### src/rtl/prim_lfsr_period_mon.sv
// Period and lockup monitor for a prim_lfsr instance: captures a reference state on start,
// counts LFSR steps until it recurs, and reports period, lockup, timeout or mismatch.
module prim_lfsr_period_mon #(
  parameter int unsigned      LfsrDw    = 8,
  parameter string            LfsrType  = "GAL_XOR",
  parameter int unsigned      CntDw     = LfsrDw + 1,
  parameter logic [CntDw-1:0] ExpPeriod = CntDw'({LfsrDw{1'b1}}),
  parameter logic [CntDw-1:0] MaxCnt    = CntDw'({1'b1, {LfsrDw{1'b0}}})
) (
  input  logic              clk_i,
  input  logic              rst_ni,
  input  logic              start_i,
  input  logic              abort_i,
  input  logic              valid_i,
  input  logic [LfsrDw-1:0] state_i,
  output logic              busy_o,
  output logic              done_o,
  output logic [CntDw-1:0]  period_o,
  output logic              pass_o,
  output logic              err_lockup_o,
  output logic              err_timeout_o,
  output logic              err_period_o
);

  // Galois XOR LFSRs lock up at all-zeros, Fibonacci XNOR LFSRs at all-ones.
  localparam logic [LfsrDw-1:0] Lockup = (LfsrType == "FIB_XNOR") ? '1 : '0;

  typedef enum logic [1:0] {
    IDLE   = 2'd0,
    RUN    = 2'd1,
    REPORT = 2'd2
  } state_e;

  state_e             state_q, state_d;
  logic [LfsrDw-1:0]  ref_q, ref_d;
  logic [CntDw-1:0]   cnt_q, cnt_d;
  logic [CntDw-1:0]   period_q, period_d;
  logic               pass_q, pass_d;
  logic               lock_q, lock_d;
  logic               to_q, to_d;
  logic               perr_q, perr_d;
  logic [CntDw-1:0]   nxt;

  assign nxt = cnt_q + CntDw'(1);

  always_comb begin
    state_d  = state_q;
    ref_d    = ref_q;
    cnt_d    = cnt_q;
    period_d = period_q;
    pass_d   = pass_q;
    lock_d   = lock_q;
    to_d     = to_q;
    perr_d   = perr_q;
    unique case (state_q)
      IDLE: begin
        if (start_i && !abort_i) begin
          ref_d    = state_i;
          cnt_d    = '0;
          period_d = '0;
          pass_d   = 1'b0;
          to_d     = 1'b0;
          perr_d   = 1'b0;
          lock_d   = (state_i == Lockup);
          state_d  = (state_i == Lockup) ? REPORT : RUN;
        end
      end
      RUN: begin
        if (abort_i) begin
          state_d = IDLE;
        end else if (valid_i) begin
          if (state_i == Lockup) begin
            lock_d  = 1'b1;
            state_d = REPORT;
          end else if (state_i == ref_q) begin
            period_d = nxt;
            pass_d   = (nxt == ExpPeriod);
            perr_d   = (nxt != ExpPeriod);
            state_d  = REPORT;
          end else if (nxt == MaxCnt) begin
            to_d     = 1'b1;
            period_d = MaxCnt;
            state_d  = REPORT;
          end else begin
            cnt_d = nxt;
          end
        end
      end
      REPORT: begin
        state_d = IDLE;
        // An abort here discards the result just produced.
        if (abort_i) begin
          period_d = '0;
          pass_d   = 1'b0;
          lock_d   = 1'b0;
          to_d     = 1'b0;
          perr_d   = 1'b0;
        end
      end
      default: state_d = IDLE;
    endcase
  end

  always_ff @(posedge clk_i or negedge rst_ni) begin
    if (!rst_ni) begin
      state_q  <= IDLE;
      ref_q    <= '0;
      cnt_q    <= '0;
      period_q <= '0;
      pass_q   <= 1'b0;
      lock_q   <= 1'b0;
      to_q     <= 1'b0;
      perr_q   <= 1'b0;
    end else begin
      state_q  <= state_d;
      ref_q    <= ref_d;
      cnt_q    <= cnt_d;
      period_q <= period_d;
      pass_q   <= pass_d;
      lock_q   <= lock_d;
      to_q     <= to_d;
      perr_q   <= perr_d;
    end
  end

  assign busy_o        = (state_q != IDLE);
  assign done_o        = (state_q == REPORT);
  assign period_o      = period_q;
  assign pass_o        = pass_q;
  assign err_lockup_o  = lock_q;
  assign err_timeout_o = to_q;
  assign err_period_o  = perr_q;

endmodule
### config.mk
export PLATFORM = sky130hd
export DESIGN_NAME = prim_lfsr_period_mon
export DESIGN_NICKNAME = d
export VERILOG_FILES = /design/src/rtl/prim_lfsr_period_mon.sv
export SDC_FILE = /design/constraint.sdc
export NUM_CORES = 1
export LEC_CHECK = 0
export CAP_MARGIN = 30
export CORE_MARGIN = 1.5
export CORE_UTILIZATION = 55
export CTS_CLUSTER_DIAMETER = 150
export DETAILED_ROUTE_END_ITERATION = 12
export DONT_BUFFER_PORTS = 1
export MAX_ROUTING_LAYER = met4
export PLACE_DENSITY = 0.78
export SLEW_MARGIN = 20
export SYNTH_ARGS = -nofsm -noshare
export SYNTH_HDL_FRONTEND = slang
export SYNTH_SLANG_ARGS = --single-unit
### constraint.sdc
create_clock -name clk_i -period 2.39 [get_ports clk_i]
set_input_delay 0.3585 -clock clk_i [delete_from_list [all_inputs] [get_ports clk_i]]
set_output_delay 0.3585 -clock clk_i [all_outputs]
set_load 0.005 [all_outputs]
==> flow_summary.yaml, run 1 <==
floorplan:
  die-area_um2: 3840
  coreArea_um2: 3340
  initial_core_util_pct: 57.3
  io-pin-count: 28
  die_h_um: 62.0
  fp-row-count: 21
  fp.dieW_um: 62.0
finish:
  syn2layout_area_growth_pct: 7.92
  finish.instance_area_um2: 2060
  diodes: 0
  drive_gt1_share_pct: 18.0
  layout.nets: 212
outcome:
  outcome: "complete, no violations"
clocking:
  cts_max_level: 2
  insertion_delay_ns: 0.35
  clock_sinks: 32
  clockBufferDepth: 2
  path_clk_slew_ns: 0.12
  cts_root_buf: "clkbuf_4"
  tritoncts: "built"
  cts_made_buffers: 5
timing:
  finalHoldViolations: 0
  tns_ns: 0
  worst_slew_pin_slew_ns: 0.497
  layout_setup_ws_ns: 0.174
  fin_crit_sh_pct: 92.7
  maxSlewViolCount: 0
  setup_viol: 0
  fmax_mhz: 451
  relSlewSlack_pct: 66.6
  fin_crit_ns: 2.22
  rsz0062_at_grt: "false"
  fin_skew_ns: 0.0180
placement:
  place_hpwl_um: 3260
  place_area_um2: 1970
  post-place-ws_ns: 0.241
  io_buffers: 0
  globalplace.congestion: 0.922
critical_path:
  worst-path-buf-inv: 1
  cp.arrival_ns: 2.44
  end_kind: "flop"
  slowest_stage: "dfrtp_1"
  critPathRequiredTime_ns: 2.62
  critical_path_depth: 8
  critPathMaxStageDelay_ns: 0.49
  path_delay_family: "compound AO/OA/AOI/OAI gates"
  r2r_cells: 8
  critical_path.cell_chain: "ha_1, nand3_2, xor2_1, o32ai_4, a211oi_1, buf_4, a22oi_1, nand2_1"
  worstPathMaxFanout: 7
  worst_setup_path_start_kind: "flop"
  worstSetupPathType: "reg2reg"
hold_path:
  holdPathStages: 1
  hold_path_class: "in2reg"
global_route:
  antenna_found_initial: 0
  grt_overflow: 0
  grt_max_degree: 33
  grt_pass1_vias: 1474
  grt_pass1_wl_um: 7160
  grt_util_all_layers_pct: 26.7
logic_synthesis:
  ys.flop_type: "dfrtp_1"
  synthDistinctLibCells: 47
  syn_area_um2: 1910
  synth_edf_count: 0
  syn_area_per_cell_um2: 10.2
  ys_async_sr_fraction_pct: 100
  synth-warning-count: 0
  ys_ff_latch: 32
  synthCells: 187
  ys_seq_area_share_pct: 41.9
  syn_nets: 206
routing:
  drc: 0
  viasPerCell: 6.24
  ant_nets: 0
  drt-wirelength-per-cell_um: 17.9
  routed_wirelength_um: 4290
  via_count: 1498
  firstDrtPassIters: 5
  initialDrtViolationCount: 87
power_and_ir_drop:
  power_leakage_nw: 0.833
  power_density_nw_per_um2: 955
  max-vdd-ir-drop_uv: 635
job:
  drv_cap: 0
[sequential cells by signal, indices dropped and copies added, names as in the netlist]
signal and flops:
ref_q 8, state_q 2, cnt_q 9, err_lockup_o 1, err_period_o 1, err_timeout_o 1, period_o 9, pass_o 1
[worst paths after layout]
check	start	end	slack [ns]
max reg2reg	cnt_q[1]	cnt_q[3]	0.17
min in group asynchronous	rst_ni	cnt_q[2]	0.44
min reg2reg	period_o[6]	period_o[6]	0.53
min	state_i[6]	ref_q[6]	0.16
max	cnt_q[1]	cnt_q[3]	0.17
max in group asynchronous	rst_ni	err_timeout_o	1.77
[report_power, final]
group,internal (mW),switching [mW],total [mW],leakage (nW)
Sequential,0.666,0.139,0.805,0.422
Combinational,0.373,0.464,0.837,0.384
Clock,0.116,0.212,0.327,0.0274
Total,1.16,0.815,1.97,0.833
[layer usage]
layer,share of wire (%),GRT usage [%]
met2,48,40.8
met3,5.8,6.42
met1,44,34.5
met5,0,-
met4,1.9,9.73
[timing repair]
item,4_1_cts,5_1_grt
gates resized for setup,0,0
hold endpoints to repair,32,0
hold buffers,2,0
setup buffers,0,0
[synthesized netlist by cell type (2+ instances only)]
| cell | count | area [um^2] |
|---|---|---|
| clkbuf_1 | 4 | 15.0 |
| nand2_2 | 2 | 12.5 |
| o31a_1 | 2 | 17.5 |
| xnor2_1 | 12 | 105 |
| nand2b_1 | 3 | 18.8 |
| o21ai_0 | 5 | 25.0 |
| nor3_1 | 2 | 10.0 |
| nand2_1 | 13 | 48.8 |
| xor2_1 | 5 | 43.8 |
| a41o_1 | 2 | 20.0 |
| mux2_2 | 8 | 90.1 |
| a31oi_1 | 4 | 25.0 |
| o21ai_1 | 5 | 25.0 |
| nand4_1 | 6 | 37.5 |
| buf_2 | 4 | 20.0 |
| ha_1 | 6 | 75.1 |
| a21o_4 | 2 | 30.0 |
| and2_1 | 3 | 18.8 |
| o211ai_1 | 3 | 22.5 |
| nand3_2 | 2 | 20.0 |
| dfrtp_1 | 32 | 801 |
| a21oi_1 | 6 | 30.0 |
| a22oi_1 | 3 | 22.5 |
| nor4_1 | 3 | 18.8 |
| nor2_1 | 8 | 30.0 |
| o2bb2ai_1 | 11 | 96.3 |
| nand3_1 | 5 | 25.0 |
| inv_1 | 7 | 26.3 |
[cell usage in the layout, fill, tap and decap left out, types with 2 or more instances in the layout]
cell	n
mux2_2	8
ha_1	6
clkinvlp_4	2
nor3_1	2
o21ai_0	5
nor4_1	3
a22oi_1	3
o2bb2ai_1	11
a41o_1	2
inv_1	7
o211ai_1	3
nand4_1	6
clkbuf_4	5
buf_4	5
nand2_2	2
nand2b_1	3
o21ai_1	5
a21o_4	2
and2_1	3
nor2_1	8
o31a_1	2
a21oi_1	6
nand3_2	2
xnor2_1	12
nand3_1	5
nand2_1	13
dfrtp_1	32
xor2_1	5
a31oi_1	4
[area by class of cell]
cell class | count | area (um^2)
well taps | 46 | 57.6
flip-flops and latches | 32 | 801
clock inverters | 3 | 23.8
fillers | 276 | 1270
inverters | 7 | 26.3
repair buffers | 7 | 67.6
multi-input cells | 140 | 1050
clock buffers | 5 | 37.5
[worst reg2reg max path, delay by kind of cell (launching register included)]
| family | cells | cell delay (ns) |
|---|---|---|
| AOI/OAI and AO/OA | 3 | 0.67 |
| DFF | 1 | 0.49 |
| adders and majority gates | 1 | 0.30 |
| and+or+nand+nor | 2 | 0.25 |
| xor gates and xnor gates | 1 | 0.21 |
| buffers and inverters | 1 | 0.17 |
[cell families after synthesis]
family,share of synthesized area (%)
simple gates,15.6
xor+xnor,7.79
flops,41.9
buf+inv,3.21
compound gates,22.9
fa+ha+maj,3.93
mux,4.71
[metrics by stage]
stage / power, mW / cells / utilization, % / hold WS [ns]
final: 1.97 / 240 / 61.8 / 0.160
after global routing: 2.10 / 240 / 61.8 / 0.142
after CTS: 1.97 / 240 / 61.8 / 0.149
after detailed placement: 1.63 / 230 / 59.1 / 0.0642
after global placement: 1.60 / 230 / 59.1 / 0.0639
after floorplan: 1.40 / 187 / - / 0.0629
Note: power is estimated with default switching activity, not from simulation.
==> run 2, diff against run 1 <==
--- a/config.mk
+++ b/config.mk
@@ -17,3 +17,4 @@
 export SYNTH_ARGS = -nofsm -noshare
 export SYNTH_HDL_FRONTEND = slang
 export SYNTH_SLANG_ARGS = --single-unit
+export TNS_END_PERCENT = 1
==> results of run 2 <==
Final layout, timing and power as in run 1 (identical DEF).
